File: src/rtl/gold_catch_arbiter.sv
// gold_catch_arbiter: shared catch controller for the left and right claws.
// Each claw runs an IDLE/GRANT/PULL/DONE FSM. A fair priority bit settles
// same-cycle contention for one item. The pull-back is paced by a
// weight-dependent step count. When an item is retired it sets its sticky
// destroy bit, and a completed pull also reports the item's score.
module gold_catch_arbiter #(
  parameter int NUM_ITEMS    = 4,
  parameter int TICK_DIV     = 8000000,
  parameter int BASE_STEPS   = 20,
  parameter int WEIGHT_STEPS = 4
) (
  input  logic                   Clk,
  input  logic                   reset,
  input  logic                   is_new_game_start,
  input  logic [NUM_ITEMS-1:0]   hit_l,
  input  logic [NUM_ITEMS-1:0]   hit_r,
  input  logic [3*NUM_ITEMS-1:0] item_weight,
  input  logic [8*NUM_ITEMS-1:0] item_value,
  input  logic                   is_explodel,
  input  logic                   is_exploder,
  output logic [NUM_ITEMS-1:0]   catch_l,
  output logic [NUM_ITEMS-1:0]   catch_r,
  output logic                   busy_l,
  output logic                   busy_r,
  output logic                   pull_step_l,
  output logic                   pull_step_r,
  output logic [NUM_ITEMS-1:0]   destroy,
  output logic                   score_valid_l,
  output logic                   score_valid_r,
  output logic [7:0]             score_add_l,
  output logic [7:0]             score_add_r
);

  localparam int IW = (NUM_ITEMS > 1) ? $clog2(NUM_ITEMS) : 1;
  localparam int DW = (TICK_DIV > 1) ? $clog2(TICK_DIV) : 1;

  typedef enum logic [1:0] {
    IDLE  = 2'd0,
    GRANT = 2'd1,
    PULL  = 2'd2,
    DONE  = 2'd3
  } claw_state_t;

  // Index 0 is the left claw, index 1 is the right claw.
  claw_state_t          state_r       [2];
  claw_state_t          state_s       [2];
  logic [IW-1:0]        item_r        [2];
  logic [9:0]           target_r      [2];
  logic [9:0]           step_r        [2];
  logic [DW-1:0]        div_r         [2];
  logic [NUM_ITEMS-1:0] held_r        [2];
  logic [7:0]           score_add_r_a [2];
  logic [1:0]           abort_r;
  logic [1:0]           busy_r_a;
  logic [1:0]           pull_step_r_a;
  logic [1:0]           score_valid_r_a;
  logic [NUM_ITEMS-1:0] destroy_r;
  logic                 prio_r;

  logic [NUM_ITEMS-1:0] avail_s       [2];
  logic [IW:0]          cand_s        [2];
  logic [IW-1:0]        cand_idx_s    [2];
  logic [2:0]           weight_s      [2];
  logic [7:0]           value_s       [2];
  logic [1:0]           cand_vld_s;
  logic [1:0]           take_s;
  logic [1:0]           explode_s;
  logic [1:0]           wrap_s;
  logic [1:0]           last_step_s;
  logic                 contest_s;

  // Returns {valid, index} of the lowest set bit of vec.
  function automatic logic [IW:0] lowest_set(input logic [NUM_ITEMS-1:0] vec);
    logic [IW:0] res;
    res = {(IW+1){1'b0}};
    for (int i = NUM_ITEMS - 1; i >= 0; i--) begin
      if (vec[i]) begin
        res = {1'b1, IW'(i)};
      end
    end
    return res;
  endfunction

  // One-hot encoding of an item index.
  function automatic logic [NUM_ITEMS-1:0] onehot(input logic [IW-1:0] idx);
    logic [NUM_ITEMS-1:0] res;
    res = {NUM_ITEMS{1'b0}};
    res[idx] = 1'b1;
    return res;
  endfunction

  // Candidate selection, contention resolution and pull pacing flags.
  always_comb begin
    explode_s = {is_exploder, is_explodel};
    // An item held by the other claw or already retired is never a candidate.
    avail_s[0] = hit_l & ~destroy_r & ~held_r[1];
    avail_s[1] = hit_r & ~destroy_r & ~held_r[0];
    for (int c = 0; c < 2; c++) begin
      cand_s[c]      = lowest_set(avail_s[c]);
      cand_vld_s[c]  = cand_s[c][IW];
      cand_idx_s[c]  = cand_s[c][IW-1:0];
      weight_s[c]    = item_weight[3*int'(cand_idx_s[c]) +: 3];
      value_s[c]     = item_value[8*int'(cand_idx_s[c]) +: 8];
      wrap_s[c]      = (div_r[c] == DW'(TICK_DIV - 1));
      last_step_s[c] = ((step_r[c] + 10'd1) >= target_r[c]);
    end
    contest_s = (state_r[0] == IDLE) && (state_r[1] == IDLE) &&
                cand_vld_s[0] && cand_vld_s[1] &&
                (cand_idx_s[0] == cand_idx_s[1]);
    // prio_r = 0 favours the left claw, 1 favours the right claw.
    take_s[0] = (state_r[0] == IDLE) && cand_vld_s[0] && !(contest_s && prio_r);
    take_s[1] = (state_r[1] == IDLE) && cand_vld_s[1] && !(contest_s && !prio_r);
  end

  // Next-state logic for both claw FSMs.
  always_comb begin
    for (int c = 0; c < 2; c++) begin
      state_s[c] = state_r[c];
      case (state_r[c])
        IDLE: begin
          if (take_s[c]) state_s[c] = GRANT;
          else           state_s[c] = IDLE;
        end
        GRANT: begin
          if (explode_s[c]) state_s[c] = DONE;
          else              state_s[c] = PULL;
        end
        PULL: begin
          if (explode_s[c])                     state_s[c] = DONE;
          else if (wrap_s[c] && last_step_s[c]) state_s[c] = DONE;
          else                                  state_s[c] = PULL;
        end
        DONE:    state_s[c] = IDLE;
        default: state_s[c] = IDLE;
      endcase
    end
  end

  // State register for both claw FSMs.
  always_ff @(posedge Clk or negedge reset) begin
    if (!reset) begin
      for (int c = 0; c < 2; c++) state_r[c] <= IDLE;
    end else if (is_new_game_start) begin
      for (int c = 0; c < 2; c++) state_r[c] <= IDLE;
    end else begin
      for (int c = 0; c < 2; c++) state_r[c] <= state_s[c];
    end
  end

  // Per-claw datapath: grant latching, pull divider/step count, registered outputs.
  always_ff @(posedge Clk or negedge reset) begin
    if (!reset) begin
      for (int c = 0; c < 2; c++) begin
        item_r[c]        <= {IW{1'b0}};
        target_r[c]      <= 10'd0;
        step_r[c]        <= 10'd0;
        div_r[c]         <= {DW{1'b0}};
        held_r[c]        <= {NUM_ITEMS{1'b0}};
        score_add_r_a[c] <= 8'd0;
      end
      abort_r         <= 2'b00;
      busy_r_a        <= 2'b00;
      pull_step_r_a   <= 2'b00;
      score_valid_r_a <= 2'b00;
    end else if (is_new_game_start) begin
      for (int c = 0; c < 2; c++) begin
        item_r[c]        <= {IW{1'b0}};
        target_r[c]      <= 10'd0;
        step_r[c]        <= 10'd0;
        div_r[c]         <= {DW{1'b0}};
        held_r[c]        <= {NUM_ITEMS{1'b0}};
        score_add_r_a[c] <= 8'd0;
      end
      abort_r         <= 2'b00;
      busy_r_a        <= 2'b00;
      pull_step_r_a   <= 2'b00;
      score_valid_r_a <= 2'b00;
    end else begin
      for (int c = 0; c < 2; c++) begin
        pull_step_r_a[c]   <= 1'b0;
        score_valid_r_a[c] <= 1'b0;
        case (state_r[c])
          IDLE: begin
            if (take_s[c]) begin
              item_r[c]        <= cand_idx_s[c];
              target_r[c]      <= 10'(BASE_STEPS) + 10'(WEIGHT_STEPS) * {7'd0, weight_s[c]};
              score_add_r_a[c] <= value_s[c];
              held_r[c]        <= onehot(cand_idx_s[c]);
              busy_r_a[c]      <= 1'b1;
            end
          end
          GRANT: begin
            div_r[c]   <= {DW{1'b0}};
            step_r[c]  <= 10'd0;
            abort_r[c] <= explode_s[c];
          end
          PULL: begin
            abort_r[c] <= explode_s[c];
            if (!explode_s[c]) begin
              if (wrap_s[c]) begin
                div_r[c]         <= {DW{1'b0}};
                step_r[c]        <= step_r[c] + 10'd1;
                pull_step_r_a[c] <= 1'b1;
              end else begin
                div_r[c] <= div_r[c] + DW'(1);
              end
            end
          end
          DONE: begin
            held_r[c]          <= {NUM_ITEMS{1'b0}};
            busy_r_a[c]        <= 1'b0;
            score_valid_r_a[c] <= ~abort_r[c];
          end
          default: begin
            held_r[c]   <= {NUM_ITEMS{1'b0}};
            busy_r_a[c] <= 1'b0;
          end
        endcase
      end
    end
  end

  // Shared state: fairness bit and sticky retirement mask.
  always_ff @(posedge Clk or negedge reset) begin
    if (!reset) begin
      prio_r    <= 1'b0;
      destroy_r <= {NUM_ITEMS{1'b0}};
    end else if (is_new_game_start) begin
      prio_r    <= 1'b0;
      destroy_r <= {NUM_ITEMS{1'b0}};
    end else begin
      if (contest_s) prio_r <= ~prio_r;
      for (int c = 0; c < 2; c++) begin
        if (state_r[c] == DONE) destroy_r[item_r[c]] <= 1'b1;
      end
    end
  end

  assign catch_l       = held_r[0];
  assign catch_r       = held_r[1];
  assign busy_l        = busy_r_a[0];
  assign busy_r        = busy_r_a[1];
  assign pull_step_l   = pull_step_r_a[0];
  assign pull_step_r   = pull_step_r_a[1];
  assign destroy       = destroy_r;
  assign score_valid_l = score_valid_r_a[0];
  assign score_valid_r = score_valid_r_a[1];
  assign score_add_l   = score_add_r_a[0];
  assign score_add_r   = score_add_r_a[1];

endmodule
File: config.mk
export PLATFORM = sky130hd
export DESIGN_NAME = gold_catch_arbiter
export DESIGN_NICKNAME = d
export VERILOG_FILES = /design/src/rtl/gold_catch_arbiter.sv
export SDC_FILE = /design/constraint.sdc
export NUM_CORES = 1
export LEC_CHECK = 0
export ABC_CLOCK_PERIOD_IN_PS = 3520
export BUFFER_PORTS_ARGS = -buffer_cell sky130_fd_sc_hd__buf_2
export CAP_MARGIN = 10
export CELL_PAD_IN_SITES_DETAIL_PLACEMENT = 1
export CELL_PAD_IN_SITES_GLOBAL_PLACEMENT = 2
export CORE_MARGIN = 5
export CORE_UTILIZATION = 38
export DETAILED_ROUTE_END_ITERATION = 8
export GPL_ROUTABILITY_DRIVEN = 0
export PLACE_DENSITY = 0.85
export SETUP_SLACK_MARGIN = 0.4
export SLEW_MARGIN = 20
export SYNTH_ARGS = -nofsm -noshare
export SYNTH_HDL_FRONTEND = slang
export SYNTH_SLANG_ARGS = --single-unit
File: constraint.sdc
create_clock -name Clk -period 3.52 [get_ports Clk]
set_input_delay 0.352 -clock Clk [delete_from_list [all_inputs] [get_ports Clk]]
set_output_delay 0.352 -clock Clk [all_outputs]
set_load 0.05 [all_outputs]
==> flow_summary.ini <==
[timing]
hold_viol = 0
final-setup-viol-count = 0
fin_crit_ns = 2.75
max_slew.worst_pin.slew_ns = 0.966
worst_slew_margin_rel = 0.356
clock_skew_ns = 0.00908
max_freq_mhz = 364
fin_crit_sh = 0.780
grt_setup_unrepaired = false
drv_slew = 0
fin_setup_tns_ns = 0

[hold_path]
min_path_type = in -> async

[layout]
area_delta_synth_final_pct = 19.3
num-nets-final = 937
final_layout_size_suffix_gt1_frac = 0.167
fin_cells = 1099

[floorplan]
rows = 49
design.core.area_mm2 = 0.0178
start_util = 0.383
die_area_mm2 = 0.0207
die_y_um = 144
pin_count = 91
die_w_um = 144

[clock_tree]
clock-root-buffer = clkbuf_16
cts_tree = built
htree_levels = 4
clk_path_buf_depth = 2
clock-sinks = 119
insertion_delay_ns = 0.42
clk_pin_slew_ns = 0.06
postCtsHoldBufs = 0
cts_buffers = 17

[logic_synthesis]
yosysMostFrequentCell = dfrtp_1
synth_cells = 769
syn_area_per_cell_um2 = 8.85
synth_area_mm2 = 0.00680
ys_seq_area_frac = 0.438
yosys-top-cells-area = dfrtp_1, nor2_1, nand2_1, ha_1, xor2_1
synth_edf_count = 0
netlist.area_leader.share = 0.438
synth_common_cells = dfrtp_1, nor2_1, nand2_1
ys_ff_latch = 119
synth_cell_type_count = 66
ys_warn_count = 0
synthesis.nets = 850
synth-async-reset-ratio = 1.00
ys.flop_type = dfrtp_1
synth_area_leader_cell = dfrtp_1

[power_and_ir_drop]
power_frac_clock = 0.326
powerDensity_mw_per_mm2 = 705
ir_drop_mv = 0.430
p_sw_frac = 0.409
seq_power_share = 0.308
power_switching_w = 0.00234
intPower_w = 0.00338
leakagePower_nw = 3.62
combinationalPowerShare = 0.366

[run_status]
status = finished, final reports clean

[worst_setup_path]
arrival_ns = 3.03
critPathKind = reg -> reg
end_kind = flop
crit_slowest_cell = o31a_1
startpoint_type = flop
required_ns = 3.81
crit_fanout = 12
crit_chain = nor3b_1, o31a_1, nor2_1, a211oi_1, ha_1, xor2_1, o21ai_0
cpLargestDelayFamily = compound AO/OA/AOI/OAI gates
worst-path-buf-inv = 0
critical-path-max-stage-delay_ns = 0.60

[drt]
routed-via-count = 6252
drc = 0
dr.first_iter.drc_count = 323
dr.pass1.iters = 4
drt.antenna.violating_nets = 0
avgRoutedWirePerCell_um = 19.3
totalWireLength_um = 21200
vias_per_cell = 5.69

[global_route]
grt_max_degree = 70
grt_pass1_vias = 6889
grt_pass1_wl_um = 35500
antenna_found_initial = 2
grt_usage = 0.216
grt_overflow_total = 0

[place]
io_buffer_count = 90
dpl.hpwl_um = 15600
dp.cells = 1066

[run]
maxCapViolations = 0
## metrics by stage
step | worst slack, ns | hold WS (ns) | cell area (um2) | power [W] | utilization
global placement | 0.783 | 0.430 | 7480 | 0.00380 | 0.421
finish | 0.775 | 0.0815 | 8120 | 0.00572 | 0.457
detailed placement | 0.647 | 0.429 | 7480 | 0.00387 | 0.421
global route | 0.579 | 0.154 | 8120 | 0.00606 | 0.457
CTS | 0.608 | 0.106 | 8110 | 0.00577 | 0.456
floorplan | 1.02 | 0.0564 | 6800 | 0.00322 | -
## sequential cells by signal, indices dropped and copies added (netlist names), 4 cells and up
register     flops
state_r          4
item_r           4
catch_l          4
score_add_l      8
destroy          4
target_r         8
step_r          20
score_add_r      8
div_r           46
catch_r          4
## final timing paths
path,slack [ns],depth (start not counted),startpoint,end
hold reg to reg,0.44,1,abort_r[0],score_valid_r_a[0]
setup reg to reg,0.77,7,destroy[1],target_r[4]
setup / recovery,0.77,7,destroy[1],target_r[4]
max in group asynchronous,2.63,2,reset,catch_r[1]
min in group Clk,0.24,3,is_explodel,state_r[2]
hold / removal,0.08,1,reset,score_add_r[2]
## power by group through the flow
stage / clock (W) / sequential (W) / combinational [W]
after CTS: 0.00190 / 0.00176 / 0.00211
after detailed placement: 0 / 0.00178 / 0.00209
final: 0.00187 / 0.00176 / 0.00209
after global routing: 0.00199 / 0.00179 / 0.00229
after floorplan: 0 / 0.00218 / 0.00105
after global placement: 0 / 0.00177 / 0.00204
## cell type report
cell class	instances	area, um2
sequential	119	2980
tap	229	287
inverter	26	97.6
multi-input combinational	595	3600
clock buffer	19	453
timing repair buffer	97	518
clock inverter	12	176
fill	2118	9660
antenna	2	5.00
## per-layer routing
layer  part of all wire  global-route usage
met1               0.43               0.265
met3              0.041              0.0552
met5                  0                   0
met4              0.021              0.0773
met2               0.51               0.369
## placed cells by master (no fill, tap or decap), types with 3 or more instances in the layout
| cell type | count |
|---|---|
| nor4_1 | 6 |
| o21ai_1 | 9 |
| inv_1 | 25 |
| o22ai_1 | 12 |
| nor4bb_1 | 3 |
| o221ai_1 | 17 |
| o21ai_0 | 46 |
| nor2b_1 | 4 |
| nor2_1 | 111 |
| xnor2_1 | 14 |
| o211ai_1 | 8 |
| or2_2 | 3 |
| clkbuf_16 | 17 |
| ha_1 | 24 |
| o41ai_1 | 3 |
| o21a_1 | 3 |
| nand2b_1 | 6 |
| a211oi_1 | 11 |
| o31ai_1 | 21 |
| nand3_1 | 45 |
| xor2_1 | 28 |
| nand4b_1 | 3 |
| a21oi_1 | 16 |
| nor3_1 | 16 |
| o22a_1 | 4 |
| or4_1 | 9 |
| buf_2 | 89 |
| nor3b_1 | 13 |
| clkinv_2 | 3 |
| a22o_1 | 7 |
| a31oi_1 | 4 |
| clkinv_4 | 3 |
| nand2_1 | 85 |
| nand4_1 | 13 |
| or3b_2 | 5 |
| dfrtp_1 | 119 |
| buf_4 | 7 |
| bufinv_16 | 4 |
| and3_1 | 10 |
| a211o_1 | 3 |
## what timing repair did
| item | 4_1_cts | 5_1_grt |
|---|---|---|
| gates resized for setup | 0 | 1 |
| buffers inserted | 0 | 0 |
| endpoints found under the setup margin | 0 | 1 |
## logic make-up after synthesis
family	count (synthesis)	share of synthesized area
AND/OR/NAND/NOR	351	0.254
AO/OA/AOI/OAI	175	0.173
flip-flops	119	0.438
buffers and inverters	55	0.0329
XOR/XNOR	42	0.0541
adder cells (fa/ha/maj)	24	0.0441
multiplexers	3	0.00460
(Power assumes the default switching activity.)
